[config.mk]
export PLATFORM = sky130hd
export DESIGN_NAME = pipe_stage_rv
export DESIGN_NICKNAME = d
export VERILOG_FILES = /design/src/rtl/pipe_pkg.sv /design/src/rtl/pipe_entry.sv /design/src/rtl/pipe_stage_rv.sv
export SDC_FILE = /design/constraint.sdc
export NUM_CORES = 1
export LEC_CHECK = 0
export BUFFER_PORTS_ARGS = -buffer_cell sky130_fd_sc_hd__buf_2
export CORE_MARGIN = 2
export CORE_UTILIZATION = 50
export CTS_CLUSTER_SIZE = 12
export DETAILED_ROUTE_END_ITERATION = 7
export GPL_TIMING_DRIVEN = 0
export PLACE_DENSITY = 0.78
export SLEW_MARGIN = 20
export SYNTH_ARGS = -nofsm -noshare
export SYNTH_HDL_FRONTEND = slang
export SYNTH_HIERARCHICAL = 1
export SYNTH_SLANG_ARGS = --single-unit
[constraint.sdc]
create_clock -name clk -period 3.08 [get_ports clk]
set_clock_uncertainty 0.15 [all_clocks]
set_input_delay 0.616 -clock clk [delete_from_list [all_inputs] [get_ports clk]]
set_output_delay 0.616 -clock clk [all_outputs]
set_load 0.05 [all_outputs]
[src/rtl/pipe_pkg.sv]
// Shared constants for pipeline stage registers: payload layout and NOP encoding.
// Also holds the occupancy helper used by the stage register.
package pipe_pkg;

  localparam int PAYLOAD_W = 128;
  localparam logic [31:0] NOP_WORD = 32'h0000_0000;

  // Field offsets inside the packed IR/PC8/AO/RD2 payload
  localparam int IR_LSB  = 96;
  localparam int PC8_LSB = 64;
  localparam int AO_LSB  = 32;
  localparam int RD2_LSB = 0;

  function automatic logic [1:0] occ_count(input logic main_v, input logic skid_v);
    occ_count = {1'b0, main_v} + {1'b0, skid_v};
  endfunction

endpackage

[src/rtl/pipe_entry.sv]
// One storage slot of a pipeline stage: valid, write-enable and payload.
// Clear always drops the we bit; the payload is zeroed only when ZERO_ON_CLEAR is set.
module pipe_entry
  import pipe_pkg::*;
#(
  parameter int DATA_W        = PAYLOAD_W,
  parameter bit ZERO_ON_CLEAR = 1'b1
) (
  input  logic              clk,
  input  logic              reset,
  input  logic              load,
  input  logic              clear,
  input  logic              d_we,
  input  logic [DATA_W-1:0] d_data,
  output logic              q_valid,
  output logic              q_we,
  output logic [DATA_W-1:0] q_data
);

  logic              valid_r;
  logic              we_r;
  logic [DATA_W-1:0] data_r;

  // Slot state update; clear wins over load
  always_ff @(posedge clk) begin
    if (reset) begin
      valid_r <= 1'b0;
      we_r    <= 1'b0;
      data_r  <= {DATA_W{1'b0}};
    end else if (clear) begin
      valid_r <= 1'b0;
      we_r    <= 1'b0;
      if (ZERO_ON_CLEAR) begin
        data_r <= {DATA_W{1'b0}};
      end else begin
        data_r <= data_r;
      end
    end else if (load) begin
      valid_r <= 1'b1;
      we_r    <= d_we;
      data_r  <= d_data;
    end else begin
      valid_r <= valid_r;
      we_r    <= we_r;
      data_r  <= data_r;
    end
  end

  assign q_valid = valid_r;
  assign q_we    = we_r;
  assign q_data  = data_r;

endmodule

[src/rtl/pipe_stage_rv.sv]
// Valid/ready pipeline stage register with optional two-entry skid buffer,
// synchronous flush and NOP bubbles on empty cycles.
module pipe_stage_rv
  import pipe_pkg::*;
#(
  parameter int DATA_W      = PAYLOAD_W,
  parameter bit SKID        = 1'b1,
  parameter bit BUBBLE_ZERO = 1'b1
) (
  input  logic              clk,
  input  logic              reset,
  input  logic              in_valid,
  output logic              in_ready,
  input  logic [DATA_W-1:0] in_data,
  input  logic              in_we,
  input  logic              flush,
  output logic              out_valid,
  input  logic              out_ready,
  output logic [DATA_W-1:0] out_data,
  output logic              out_we,
  output logic [1:0]        occupancy
);

  logic              main_valid_s;
  logic              main_we_s;
  logic [DATA_W-1:0] main_data_s;
  logic              main_load_s;
  logic              main_clear_s;
  logic              main_d_we_s;
  logic [DATA_W-1:0] main_d_data_s;
  logic              main_vnext_s;
  logic              skid_vnext_s;
  logic              in_ready_s;
  logic              in_fire_s;
  logic              out_fire_s;
  logic [1:0]        occ_r;

  assign in_fire_s  = in_valid & in_ready_s;
  assign out_fire_s = main_valid_s & out_ready;

  // Drained entries are cleared, so zeroing on clear yields the NOP bubble directly
  pipe_entry #(.DATA_W(DATA_W), .ZERO_ON_CLEAR(BUBBLE_ZERO)) u_main (
    .clk    (clk),
    .reset  (reset),
    .load   (main_load_s),
    .clear  (main_clear_s),
    .d_we   (main_d_we_s),
    .d_data (main_d_data_s),
    .q_valid(main_valid_s),
    .q_we   (main_we_s),
    .q_data (main_data_s)
  );

  generate
    if (SKID) begin : g_skid
      logic              skid_valid_s;
      logic              skid_we_s;
      logic [DATA_W-1:0] skid_data_s;
      logic              skid_load_s;
      logic              skid_clear_s;
      logic              main_from_skid_s;

      pipe_entry #(.DATA_W(DATA_W), .ZERO_ON_CLEAR(BUBBLE_ZERO)) u_skid (
        .clk    (clk),
        .reset  (reset),
        .load   (skid_load_s),
        .clear  (skid_clear_s),
        .d_we   (in_we),
        .d_data (in_data),
        .q_valid(skid_valid_s),
        .q_we   (skid_we_s),
        .q_data (skid_data_s)
      );

      // Main/skid steering; the skid only fills while main is stalled
      always_comb begin
        main_load_s      = 1'b0;
        main_clear_s     = 1'b0;
        main_from_skid_s = 1'b0;
        skid_load_s      = 1'b0;
        skid_clear_s     = 1'b0;
        if (flush) begin
          main_clear_s = 1'b1;
          skid_clear_s = 1'b1;
        end else if (!main_valid_s) begin
          main_load_s = in_fire_s;
        end else if (out_fire_s) begin
          if (skid_valid_s) begin
            main_load_s      = 1'b1;
            main_from_skid_s = 1'b1;
            skid_clear_s     = 1'b1;
          end else if (in_fire_s) begin
            main_load_s = 1'b1;
          end else begin
            main_clear_s = 1'b1;
          end
        end else begin
          skid_load_s = in_fire_s;
        end
      end

      assign main_d_data_s = main_from_skid_s ? skid_data_s : in_data;
      assign main_d_we_s   = main_from_skid_s ? skid_we_s : in_we;
      assign skid_vnext_s  = skid_clear_s ? 1'b0 : (skid_load_s ? 1'b1 : skid_valid_s);
      assign in_ready_s    = ~skid_valid_s;
    end else begin : g_single
      // Single slot: a same-cycle drain and refill replaces the entry
      always_comb begin
        main_load_s  = 1'b0;
        main_clear_s = 1'b0;
        if (flush) begin
          main_clear_s = 1'b1;
        end else if (in_fire_s) begin
          main_load_s = 1'b1;
        end else if (out_fire_s) begin
          main_clear_s = 1'b1;
        end else begin
          main_load_s = 1'b0;
        end
      end

      assign main_d_data_s = in_data;
      assign main_d_we_s   = in_we;
      assign skid_vnext_s  = 1'b0;
      assign in_ready_s    = ~main_valid_s | out_ready;
    end
  endgenerate

  assign main_vnext_s = main_clear_s ? 1'b0 : (main_load_s ? 1'b1 : main_valid_s);

  // Occupancy tracks the post-edge entry state
  always_ff @(posedge clk) begin
    if (reset) begin
      occ_r <= 2'd0;
    end else begin
      occ_r <= occ_count(main_vnext_s, skid_vnext_s);
    end
  end

  assign in_ready  = in_ready_s;
  assign out_valid = main_valid_s;
  assign out_we    = main_we_s;
  assign out_data  = main_data_s;
  assign occupancy = occ_r;

endmodule

==> metrics <==
FF+latch count, synth=262; Fillers=1,829; Leakage=0.00630 uW; Antenna Nets Post-Route=0; clk buf depth=3; total I/O pin count=267; Yosys cell types=24; status=completed; routed vias=8,083; DP Wirelength=18.3 mm; Seq/Total Area, Yosys=45.4%; worst skew pair latency=0.52 ns; final period utilization=70.0%; die width=156 um; Slew @ Worst Pin=0.474 ns; mapped cell area=11,500 um^2; clock sink count=262; layout cell share with drive strength beyond 1=38.4%; number of max-cap violations=0; setup ws final=0.925 ns; final global-route overflow total=0; type of destination of the critical path=flop; core footprint=22,600 um^2; Startpoint Class=flop; first-pass GRT wire length=40.4 mm; HP Class=input pin to flop; WL/cell=16.0 um; largest net degree at the start of global routing=14; setup_tns=0 ns; clock share of power=43.9%; area delta synth->final=22.6%; pre-CTS WS=0.674 ns; final setup fails=0; CTS tree=yes; iteration-0 DRC count of the detailed router=274; # rows=55; Routed WL=25.7 mm; vias in the first global route=8,141; die area=24,300 um^2; syn nets=1,140; register share of total power=46.4%; vias per cell=5.03; IO buf count=266; Rel. slew slack=68.4%; Setup Buffers After CTS=0; Net Sw Power=1730 uW; Reg2Reg Setup Slack=0.92 ns; kind of critical path=flop to flop; Internal=5720 uW; Mapped Cells=1,005; RSZ-0062 raised after global routing=false; Req. time, crit path=3.34 ns; CP Data Arrival Time=2.41 ns; CTS buffer count=28; initial core utilization=51.0%; f_max=464 MHz; htree depth=1; root buffer cell=clkbuf_16; initial antenna violation count=4; CP max FO=10; final hold violations=0; Tot GR Track Use=20.6%; Yosys warnings=6; syn_area_per_cell=11.5 um^2; max-slew violation count=0; sw frac=23.3%; PwrDens=527 nW/um^2; GPL Wtd Cong=0.773; Layout Nets=1,436; Clk pin slew, worst setup/hold paths=0.06 ns; Peak VDD IR=387 uV; Gate power share=9.7%; Post-route DRC=0; # hold bufs at CTS=0; router iterations before antenna repair=4; Die Ht=156 um; number of gates resized after CTS=0; minimum clock period=2.16 ns
## path summary, 6_finish.rpt
kind | cells after the start | endpoint | from
hold reg to reg | 2 | u_main/q_data[47] | u_main/q_data[47]
setup / recovery | 7 | u_main/q_data[80] | u_main/q_valid
setup reg to reg | 7 | u_main/q_data[80] | u_main/q_valid
hold / removal | 2 | occupancy[0] | reset
## layout by cell type (no fill, tap or decap)
cell / n
clkbuf_8: 11
clkinv_4: 1
a21oi_1: 2
nor2_1: 264
a31o_2: 1
nor2b_1: 2
dfxtp_1: 262
a2111oi_0: 1
buf_6: 26
mux2i_1: 258
diode_2: 3
inv_1: 2
or2b_1: 1
buf_12: 11
clkbuf_1: 12
a21o_1: 1
buf_2: 275
clkbuf_16: 29
buf_4: 20
mux2_4: 110
nor4_1: 1
nand2_1: 1
a211oi_1: 1
nand3_1: 1
or2_4: 1
or2_1: 2
clkinv_2: 2
ha_1: 1
mux2_2: 19
## flip-flops by register name, indices dropped and copies added, names as in the netlist
| name | flops |
|---|---|
| occupancy | 2 |
| g_skid.u_skid/q_valid | 1 |
| g_skid.u_skid/q_data | 128 |
| g_skid.u_skid/q_we | 1 |
| u_main/q_data | 128 |
| u_main/q_valid | 1 |
| u_main/q_we | 1 |
## through the flow
step	hold slack [ns]	util, %	total power [uW]	std cells	instance area, um^2
2_1_floorplan	0.306	-	4030	1005	11500
3_3_place_gp	0.316	58.4	4240	1556	13200
3_5_place_dp	0.326	58.4	4250	1556	13200
4_1_cts	0.126	62.5	7530	1603	14100
5_1_grt	0.151	62.5	7710	1606	14100
6_report	0.154	62.5	7450	1606	14100
## logic make-up after synthesis
logic type	share of synthesized area (%)
AO/OA/AOI/OAI	0.369
adder cells (fa/ha/maj)	0.108
buffers and inverters	6.46
flip-flops	45.4
multiplexers	38.5
AND/OR/NAND/NOR	9.07
## synth_stat cells
master / n / area [um^2]
ha_1: 1 / 12.5
buf_2: 9 / 45.0
nor4_1: 1 / 6.26
a21oi_1: 2 / 10.0
dfxtp_1: 262 / 5250
or2b_1: 1 / 7.51
buf_12: 11 / 220
buf_6: 26 / 293
a31o_2: 1 / 8.76
a2111oi_0: 1 / 8.76
mux2_2: 19 / 214
mux2i_1: 258 / 2580
buf_4: 20 / 150
nand3_1: 1 / 5.00
nand2_1: 1 / 3.75
inv_1: 2 / 7.51
or2_1: 2 / 12.5
clkbuf_1: 8 / 30.0
mux2_4: 110 / 1650
or2_4: 1 / 8.76
a21o_1: 1 / 7.51
nor2_1: 264 / 991
a211oi_1: 1 / 7.51
nor2b_1: 2 / 12.5
## area by class of cell
cell class	instances	area (um^2)	share of cell area [%]
Sequential cell	262	5250	37.1
Antenna cell	3	7.51	0.0531
Clock buffer	44	892	6.31
Multi-Input combinational cell	667	5550	39.2
Tap cell	285	357	2.52
Timing Repair Buffer	266	1330	9.41
Clock inverter	3	18.8	0.133
Inverter	2	7.51	0.0531
Buffer	74	738	5.22
## metal layers
layer  GRT usage (%)  wire (um)  vias to the layer above
met5               0         13                        -
met4            7.16        698                        2
met3            4.75       1680                       51
met2            36.9      12500                      232
met1            24.2      10900                     3797
li1                -          -                     4001
## critical path: stages, from the launching register on
cell	delay, ns
dfxtp_1	0.44
inv_1	0.12
a2111oi_0	0.38
buf_2	0.22
buf_6	0.18
buf_4	0.25
mux2i_1	0.23
nor2_1	0.07
## power groups by stage
stage          logic [uW]  clock network [uW]  registers (uW)
2_1_floorplan         365                   0            3660
3_3_place_gp          713                   0            3530
3_5_place_dp          724                   0            3530
4_1_cts               729                3350            3460
5_1_grt               774                3480            3460
6_report              723                3270            3460
Note: power is estimated with default switching activity, not from simulation.
